[src/rtl/stack_ctrl_pkg.sv]
// Shared types and strobe encodings for the STACK command sequencer.
package stack_ctrl_pkg;

  // Command opcodes; encoding 3'd7 is reserved and reported as a bad opcode.
  typedef enum logic [2:0] {
    OP_NOP  = 3'd0,
    OP_PUSH = 3'd1,
    OP_POP  = 3'd2,
    OP_REPL = 3'd3,
    OP_DUP  = 3'd4,
    OP_SWAP = 3'd5,
    OP_OVER = 3'd6
  } op_e;

  // Error codes reported on err_code; only the first error since the last clear is held.
  typedef enum logic [1:0] {
    ERR_NONE  = 2'd0,
    ERR_UNDER = 2'd1,
    ERR_OVER  = 2'd2,
    ERR_BADOP = 2'd3
  } err_e;

  // Sequencer states: composite ops walk IDLE -> S1 -> S2 -> IDLE.
  typedef enum logic [1:0] {
    ST_IDLE = 2'd0,
    ST_S1   = 2'd1,
    ST_S2   = 2'd2
  } state_e;

  // STACK delta strobes: bit 1 selects pop(1)/push(0), bit 0 enables the move.
  localparam logic [1:0] DELTA_HOLD = 2'b00;
  localparam logic [1:0] DELTA_PUSH = 2'b01;
  localparam logic [1:0] DELTA_POP  = 2'b11;

endpackage

[src/rtl/stack_ctrl.sv]
// Command sequencer for one STACK (head register + shifting tail).
// Single-step ops issue their strobes in the accept cycle; SWAP and OVER
// run as three-step sequences using two scratch registers T and U.
module stack_ctrl
  import stack_ctrl_pkg::*;
#(
  parameter  int DEPTH = 8,
  parameter  int WIDTH = 8,
  localparam int CW    = $clog2(DEPTH + 2)
) (
  input  logic             clk,
  input  logic             rst,
  input  logic             cmd_valid,
  output logic             cmd_ready,
  input  logic [2:0]       cmd_op,
  input  logic [WIDTH-1:0] cmd_data,
  input  logic [WIDTH-1:0] top,
  output logic             stk_we,
  output logic [1:0]       stk_delta,
  output logic [WIDTH-1:0] stk_wd,
  output logic [CW-1:0]    depth,
  output logic             empty,
  output logic             full,
  output logic             err,
  output logic [1:0]       err_code,
  input  logic             err_clr
);

  // Capacity counts the head register plus every tail entry.
  localparam logic [CW-1:0] CAP = CW'(DEPTH + 1);
  localparam logic [CW-1:0] ONE = CW'(1);
  localparam logic [CW-1:0] TWO = CW'(2);

  state_e           state, state_nxt;
  logic             is_over_q, is_over_nxt;
  logic [WIDTH-1:0] t_q, u_q;
  logic             load_t, load_u;
  logic [CW-1:0]    depth_q, depth_nxt;
  logic             err_q;
  err_e             err_code_q;
  logic             accept;
  err_e             chk;

  // Precondition check for an opcode against the current occupancy.
  // Underflow is tested first so an op that could fail both ways reports underflow.
  function automatic err_e check_op(input logic [2:0] op, input logic [CW-1:0] d);
    err_e r;
    r = ERR_NONE;
    case (op)
      OP_NOP:  r = ERR_NONE;
      OP_PUSH: r = (d == CAP) ? ERR_OVER : ERR_NONE;
      OP_POP:  r = (d == '0) ? ERR_UNDER : ERR_NONE;
      OP_REPL: r = (d == '0) ? ERR_UNDER : ERR_NONE;
      OP_DUP:  r = (d == '0) ? ERR_UNDER : ((d == CAP) ? ERR_OVER : ERR_NONE);
      OP_SWAP: r = (d < TWO) ? ERR_UNDER : ERR_NONE;
      OP_OVER: r = (d < TWO) ? ERR_UNDER : ((d == CAP) ? ERR_OVER : ERR_NONE);
      default: r = ERR_BADOP;
    endcase
    return r;
  endfunction

  // Next-state, Mealy strobes and occupancy update.
  always_comb begin
    state_nxt   = state;
    is_over_nxt = is_over_q;
    cmd_ready   = (state == ST_IDLE);
    stk_we      = 1'b0;
    stk_delta   = DELTA_HOLD;
    stk_wd      = '0;
    load_t      = 1'b0;
    load_u      = 1'b0;
    depth_nxt   = depth_q;
    accept      = cmd_valid && (state == ST_IDLE);
    chk         = check_op(cmd_op, depth_q);

    case (state)
      ST_IDLE: begin
        if (accept && (chk == ERR_NONE)) begin
          case (cmd_op)
            OP_PUSH: begin
              stk_we    = 1'b1;
              stk_delta = DELTA_PUSH;
              stk_wd    = cmd_data;
              depth_nxt = depth_q + ONE;
            end
            OP_POP: begin
              stk_delta = DELTA_POP;
              depth_nxt = depth_q - ONE;
            end
            OP_REPL: begin
              stk_we = 1'b1;
              stk_wd = cmd_data;
            end
            OP_DUP: begin
              stk_we    = 1'b1;
              stk_delta = DELTA_PUSH;
              stk_wd    = top;
              depth_nxt = depth_q + ONE;
            end
            OP_SWAP: begin
              load_t      = 1'b1;
              stk_delta   = DELTA_POP;
              is_over_nxt = 1'b0;
              state_nxt   = ST_S1;
            end
            OP_OVER: begin
              load_t      = 1'b1;
              stk_delta   = DELTA_POP;
              is_over_nxt = 1'b1;
              depth_nxt   = depth_q + ONE;
              state_nxt   = ST_S1;
            end
            default: ;
          endcase
        end
      end
      ST_S1: begin
        // The pop in step 0 exposed the second entry on top; keep it as U.
        // SWAP overwrites the head with T, OVER pushes T above it.
        load_u    = 1'b1;
        stk_we    = 1'b1;
        stk_wd    = t_q;
        stk_delta = is_over_q ? DELTA_PUSH : DELTA_HOLD;
        state_nxt = ST_S2;
      end
      ST_S2: begin
        stk_we    = 1'b1;
        stk_wd    = u_q;
        stk_delta = DELTA_PUSH;
        state_nxt = ST_IDLE;
      end
      default: state_nxt = ST_IDLE;
    endcase
  end

  // Control state: FSM, composite-op kind and occupancy.
  always_ff @(posedge clk) begin
    if (rst) begin
      state     <= ST_IDLE;
      is_over_q <= 1'b0;
      depth_q   <= '0;
    end else begin
      state     <= state_nxt;
      is_over_q <= is_over_nxt;
      depth_q   <= depth_nxt;
    end
  end

  // Scratch operands for composite ops; contents are only meaningful mid-sequence.
  always_ff @(posedge clk) begin
    if (load_t) t_q <= top;
    if (load_u) u_q <= top;
  end

  // Sticky error flag; a new error beats a same-cycle clear, and a clear in
  // the same cycle lets the new error's code replace the old one.
  always_ff @(posedge clk) begin
    if (rst) begin
      err_q      <= 1'b0;
      err_code_q <= ERR_NONE;
    end else if (accept && (chk != ERR_NONE)) begin
      err_q <= 1'b1;
      if (!err_q || err_clr) err_code_q <= chk;
    end else if (err_clr) begin
      err_q      <= 1'b0;
      err_code_q <= ERR_NONE;
    end
  end

  assign depth    = depth_q;
  assign empty    = (depth_q == '0);
  assign full     = (depth_q == CAP);
  assign err      = err_q;
  assign err_code = err_code_q;

endmodule

[config.mk]
export PLATFORM = sky130hd
export DESIGN_NAME = stack_ctrl
export DESIGN_NICKNAME = d
export VERILOG_FILES = /design/src/rtl/stack_ctrl_pkg.sv /design/src/rtl/stack_ctrl.sv
export SDC_FILE = /design/constraint.sdc
export NUM_CORES = 1
export LEC_CHECK = 0
export ABC_AREA = 1
export BUFFER_PORTS_ARGS = -buffer_cell sky130_fd_sc_hd__buf_4
export CAP_MARGIN = 10
export CORE_ASPECT_RATIO = 0.6
export CORE_MARGIN = 2
export CORE_UTILIZATION = 30
export CTS_BUF_LIST = sky130_fd_sc_hd__clkbuf_4
export CTS_CLUSTER_SIZE = 12
export DETAILED_ROUTE_END_ITERATION = 8
export HOLD_SLACK_MARGIN = 0.15
export PLACE_DENSITY_LB_ADDON = 0.05
export SYNTH_ARGS = -nofsm -noshare
export SYNTH_HDL_FRONTEND = slang
export SYNTH_SLANG_ARGS = --single-unit
[constraint.sdc]
create_clock -name clk -period 1.8 [get_ports clk]
set_input_delay 0.18 -clock clk [delete_from_list [all_inputs] [get_ports clk]]
set_output_delay 0.18 -clock clk [all_outputs]
set_load 0.01 [all_outputs]
==> impl_metrics.toml, run 1 <==
[hold_path]
holdPathStages = 4
holdPathEnd = "is_over_q"
holdCritPathClass = "primary input to register"
hold_path_startpoint = "cmd_op[1]"

[yosys]
synth_ff_type = "edfxtp_1"
synth_edf_count = 16
synth_cell_types = 31
ys_warn_count = 0
synthesis.area_um2 = 1593
syn_inst = 197
yosysSeqAreaShare_pct = 42.73
synth_nets = 228
synth_seq_cells = 26
async_reset_ff_share_pct = 0
syn_area_per_cell_um2 = 8.085

[setup_path]
cp_max_fo = 4
startpoint_type = "register"
reg2reg_from = "depth[2]"
crit_arrival_ns = 1.76
worstRegToRegCells = 11
r2r-end = "t_q[3]"
critPathKind = "register to output port"
r2r_slack_ns = 0.13
worstPathRequired_ns = 1.62
endpoint_kind = "output port"

[floorplanning]
dieArea_um2 = 5927
num_rows = 20
core_um2 = 5080
io_pins = 44
start_util_pct = 31.35
die_h_um = 60.44
dieWidth_um = 98.07

[layout]
area_growth_pct = 49.57
fin_nets = 306
multi_input_area_um2 = 878.3
fill_cells = 528
drive_gt1_share_pct = 41.39
n_antenna_cell = 0
final_cells = 339
seq_area_um2 = 690.7
final_util_pct = 46.90

[place]
dp_cells = 316
dp_hpwl_mm = 3.216
routabilityCongestion = 0.8359
io_buffers = 43

[power]
power_density_nw_per_um2 = 681.0
leakage_nw = 1.078
power_mw = 1.622
ir_worst_vdd_mv = 0.3377

[run_status]
outcome = "finished with violations"
violations = "setup timing"

[timing]
drv_slew = 0
whs_ns = 0.2943
fin_crit_sh_pct = 107.8
timing.fmax_mhz = 515.2
hold_viol = 0
fin_skew_ns = 0.007490
fin_ws_ns = -0.1409
rsz0062_at_grt = "true"
tightest_slew_ns = 0.3811
slew_headroom_pct = 74.59
setup_violations = 10
fin_crit_ns = 1.941

[global_route]
grt_pass1_wl_mm = 6.755
grt_max_degree = 16
antenna_found_initial = 0
overflow = 0
grt_pass1_vias = 1313
grtUsageTotal_pct = 14.88

[route]
wl_met3_um = 294
top_layer_used = "met4"
wl_mm = 4.269
vias_per_cell = 4.410
drt_iter0_drc = 98
antenna_left = 0
vias = 1495
wl_met1_mm = 2.321
first_pass_iters = 5
met2WireLength_mm = 1.631
drc = 0
wl_per_cell_um = 12.59

[clock_tree]
cts_buffers = 3
htreeDepth = 1
clock_path_buffers = 2
clk_pin_slew_ns = 0.14
root_buffer = "clkbuf_4"
insertion_delay_ns = 0.32
cts.sinks = 26
cts_tree = "done"

[flow_run]
maxCapViolations = 0
==> area by class of cell <==
type	count	share of cell area [%]
clock buffers	3	0.9454
inverters	20	3.624
multi-input cells	146	36.87
flip-flops and latches	26	28.99
well taps	66	3.466
repair buffers	78	26.10
==> report_power, final <==
group	leakage, nW	internal, mW	switching [mW]
Combinational	0.835	0.336	0.350
Clock	0.0138	0.0784	0.170
Sequential	0.229	0.669	0.0190
Total	1.08	1.08	0.539
==> routing by layer <==
| metal | global-route usage [%] | vias to the layer above |
|---|---|---|
| li1 | - | 802 |
| met1 | 23.86 | 652 |
| met2 | 20.25 | 39 |
| met3 | 3.802 | 2 |
| met4 | 1.786 | 0 |
| met5 | 0 | - |
==> worst max-delay path by stage <==
stage | from | endpoint | slack, ns | cells after the start
6_report | depth[3] | stk_wd[1] | -0.14 | 9
5_1_grt | depth[3] | stk_wd[1] | -0.24 | 9
4_1_cts | depth[3] | stk_wd[3] | -0.21 | 12
3_5_place_dp | depth[1] | t_q[7] | 0.02 | 8
3_3_place_gp | depth[1] | t_q[2] | -0.03 | 8
2_1_floorplan | depth[0] | t_q[0] | 0.14 | 10
==> metrics by stage <==
step | setup WS [ns] | setup TNS, ns | instance area (µm²)
after floorplan | 0.1439 | 0 | 1593
after global placement | -0.03027 | -0.2411 | 2081
after detailed placement | 0.01501 | 0 | 2081
after CTS | -0.2060 | -1.350 | 2306
after global routing | -0.2445 | -2.225 | 2382
final | -0.1409 | -0.9374 | 2382
==> cells by family after synthesis <==
group                      Yosys count  share of synthesized area, %
AOI/OAI and AO/OA                   29                         10.68
xor gates and xnor gates             3                         1.650
buffers and inverters               25                         6.599
adders and majority gates            8                         6.755
DFF                                 26                         42.73
and+or+nand+nor                    106                         31.58
==> critical path, cell delays in order, from the launching register on <==
cell,delay (ns)
dfxtp_4,0.39
nand2_1,0.11
nor2_4,0.06
a21oi_2,0.18
nand2_4,0.09
nor2_8,0.10
buf_4,0.14
nand2_1,0.05
a31oi_1,0.16
buf_4,0.15
==> flip-flops by register name, summed over array words and instances, names as in the netlist <==
name,flops
u_q,8
is_over_q,1
err,1
depth,4
state,2
t_q,8
err_code,2
==> synth_stat cells, types with 2 or more instances <==
| master | count | area share (%) |
|---|---|---|
| a21oi_1 | 13 | 4.1 |
| a21oi_2 | 2 | 1.1 |
| a31oi_1 | 8 | 3.1 |
| buf_1 | 2 | 0.47 |
| dfxtp_1 | 10 | 13 |
| edfxtp_1 | 16 | 30 |
| ha_1 | 7 | 5.5 |
| inv_1 | 13 | 3.1 |
| inv_2 | 6 | 1.4 |
| nand2_1 | 70 | 16 |
| nand2_2 | 3 | 1.2 |
| nand2_4 | 3 | 2.1 |
| nand3_1 | 15 | 4.7 |
| nand3_2 | 2 | 1.3 |
| nor2_1 | 7 | 1.6 |
| o21ai_0 | 4 | 1.3 |
| xor2_1 | 2 | 1.1 |
==> cells in the final DEF (no fill, tap or decap) <==
cell,synthesis,layout
nor2_2,0,2
a21o_1,1,1
dfxtp_1,10,6
ha_1,7,7
a21oi_1,13,12
nor2_1,7,3
o21ai_0,4,4
dfxtp_2,0,2
nor2_4,1,3
a21oi_2,2,3
inv_4,0,3
nand3_1,15,15
nand3_2,2,2
a31oi_1,8,7
dfxtp_4,0,2
inv_1,13,8
nand2_4,3,6
or2_1,1,1
dlygate4sd3_1,0,10
buf_4,1,65
nor2_8,1,1
edfxtp_1,16,16
inv_2,6,7
nand2_1,70,64
xor2_1,2,2
buf_6,1,3
xnor2_1,1,1
clkinvlp_4,0,1
nand2_2,3,6
nand3b_1,1,1
nor3_4,1,2
clkbuf_4,0,3
clkinv_1,1,1
a31oi_2,0,1
fa_1,1,1
o21ba_2,1,1
==> timing repair <==
item	4_1_cts	5_1_grt
setup endpoints to repair	15	19
setup buffers	7	3
endpoints found under the hold margin	21	0
resized for setup	19	17
hold buffers	10	0
pin swaps	8	11
Note: power is estimated with default switching activity, not from simulation.
==> inputs of run 2 (changes only) <==
Settings changed: SKIP_CTS_REPAIR_TIMING from default to 1.
==> run 2 against run 1 <==
Against the previous run:
- the run still ends with setup timing left
- fmax about the same
- sequential cell count unchanged
- critical path depth grew 1
- non-clock buffer count fell by 1
- sequential power barely moved
- register-to-register slack got worse by 0.02 ns
- critical endpoint unchanged
==> impl_metrics.toml, run 2 (same netlist as run 1, synthesis figures left out) <==
[route]
vias = 1478
drt_iter0_drc = 78
wl_mm = 4.202
antenna_left = 0
drc = 0
first_pass_iters = 4
wl_per_cell_um = 12.43
vias_per_cell = 4.373

[floorplanning]
num_rows = 20
dieWidth_um = 98.07
start_util_pct = 31.35
dieArea_um2 = 5927
io_pins = 44
die_h_um = 60.44
core_um2 = 5080

[timing]
timing.fmax_mhz = 514.8
fin_tns_setup_ns = -1.137
fin_crit_sh_pct = 107.9
fin_ws_ns = -0.1425
tightest_slew_ns = 0.3763
slew_headroom_pct = 74.91
fin_skew_ns = 0.006739
whs_ns = 0.2885
fin_crit_ns = 1.943
rsz0062_at_grt = "true"
setup_violations = 10
drv_slew = 0
hold_viol = 0

[global_route]
overflow = 0
grt_max_degree = 16
grt_pass1_wl_mm = 6.527
grt_pass1_vias = 1250
grtUsageTotal_pct = 14.37
antenna_found_initial = 0

[layout]
area_growth_pct = 49.65
fin_nets = 305
final_common_cell = "buf_4"
mostFrequentLayoutCells = "64 x buf_4, 63 x nand2_1, 16 x edfxtp_1"
final_util_pct = 46.92
n_antenna_cell = 0
fill_cells = 532
drive_gt1_share_pct = 41.54

[power]
power_density_nw_per_um2 = 675.9
leakage_nw = 1.074
ir_worst_vdd_mv = 0.3415

[flow_run]
maxCapViolations = 0

[place]
dp_hpwl_mm = 3.216
io_buffers = 43
routabilityCongestion = 0.8359

[clock_tree]
clk_pin_slew_ns = 0.14
insertion_delay_ns = 0.32
cts_buffers = 3
root_buffer = "clkbuf_4"
htreeDepth = 1
cts.sinks = 26
cts_tree = "done"
clock_path_buffers = 2

[setup_path]
cp_common_cell = "nand2_4"
crit_arrival_ns = 1.76
crit_slowest_cell = "dfxtp_4"
path_cells = "inv_6 > nand2_4 > nor2_2 > a21oi_2 > nand2_4 > nor2_8 > buf_12 > nand2_1 > a31oi_1 > buf_4"
cp_slowest_stage_delay_ns = 0.40
cp_max_fo = 4
endpoint_kind = "output port"
startpoint_type = "register"
worstPathRequired_ns = 1.62
critPathKind = "register to output port"

[run_status]
outcome = "finished with violations"
violations = "setup timing"

[hold_path]
holdCritPathClass = "primary input to register"
==> run 2: worst paths after layout <==
| kind | from | endpoint | slack (ns) | cells past startpoint |
|---|---|---|---|---|
| worst max-delay path | depth[1] | stk_wd[1] | -0.14 | 10 |
| worst min-delay path | cmd_op[1] | is_over_q | 0.29 | 4 |
| worst max register to register | depth[2] | t_q[3] | 0.11 | 11 |
| worst min register to register | is_over_q | is_over_q | 0.48 | 2 |
==> run 2: final cells by class <==
class,instances,area [µm²],share of cell area (%)
clock buffers,3,22.52,0.9449
inverters,20,88.84,3.727
multi-input cells,146,870.8,36.54
flip-flops and latches,26,695.7,29.19
well taps,66,82.58,3.465
repair buffers,77,623.1,26.14
==> run 2: power by group <==
part	total [mW]	internal, mW	switching (mW)
logic	0.675	0.333	0.342
registers	0.689	0.668	0.0204
clock network	0.248	0.0785	0.169
total	1.61	1.08	0.532
==> run 2: critical path, delay by kind of cell, from the launching register on <==
| kind | cells | cell delay [ns] |
|---|---|---|
| AO/OA/AOI/OAI | 2 | 0.33 |
| flip-flops | 1 | 0.40 |
| AND/OR/NAND/NOR | 5 | 0.40 |
| buffers and inverters | 3 | 0.31 |
==> run 2: layer usage <==
metal | global-route usage (%) | wire, µm
met1 | 23.14 | 2374
met2 | 19.28 | 1589
met3 | 3.802 | 216
met4 | 1.786 | 21
met5 | 0 | 0
==> run 2: stage by stage <==
| step | cells | instance area, µm² | total power [mW] | setup slack (ns) |
|---|---|---|---|---|
| 3_5_place_dp | 316 | 2081 | 1.265 | 0.01501 |
| 4_1_cts | 319 | 2103 | 1.524 | -0.3197 |
| 5_1_grt | 338 | 2384 | 1.726 | -0.2734 |
| 3_3_place_gp | 316 | 2081 | 1.274 | -0.03027 |
| 6_report | 338 | 2384 | 1.611 | -0.1425 |
| 2_1_floorplan | 197 | 1593 | 1.014 | 0.1439 |
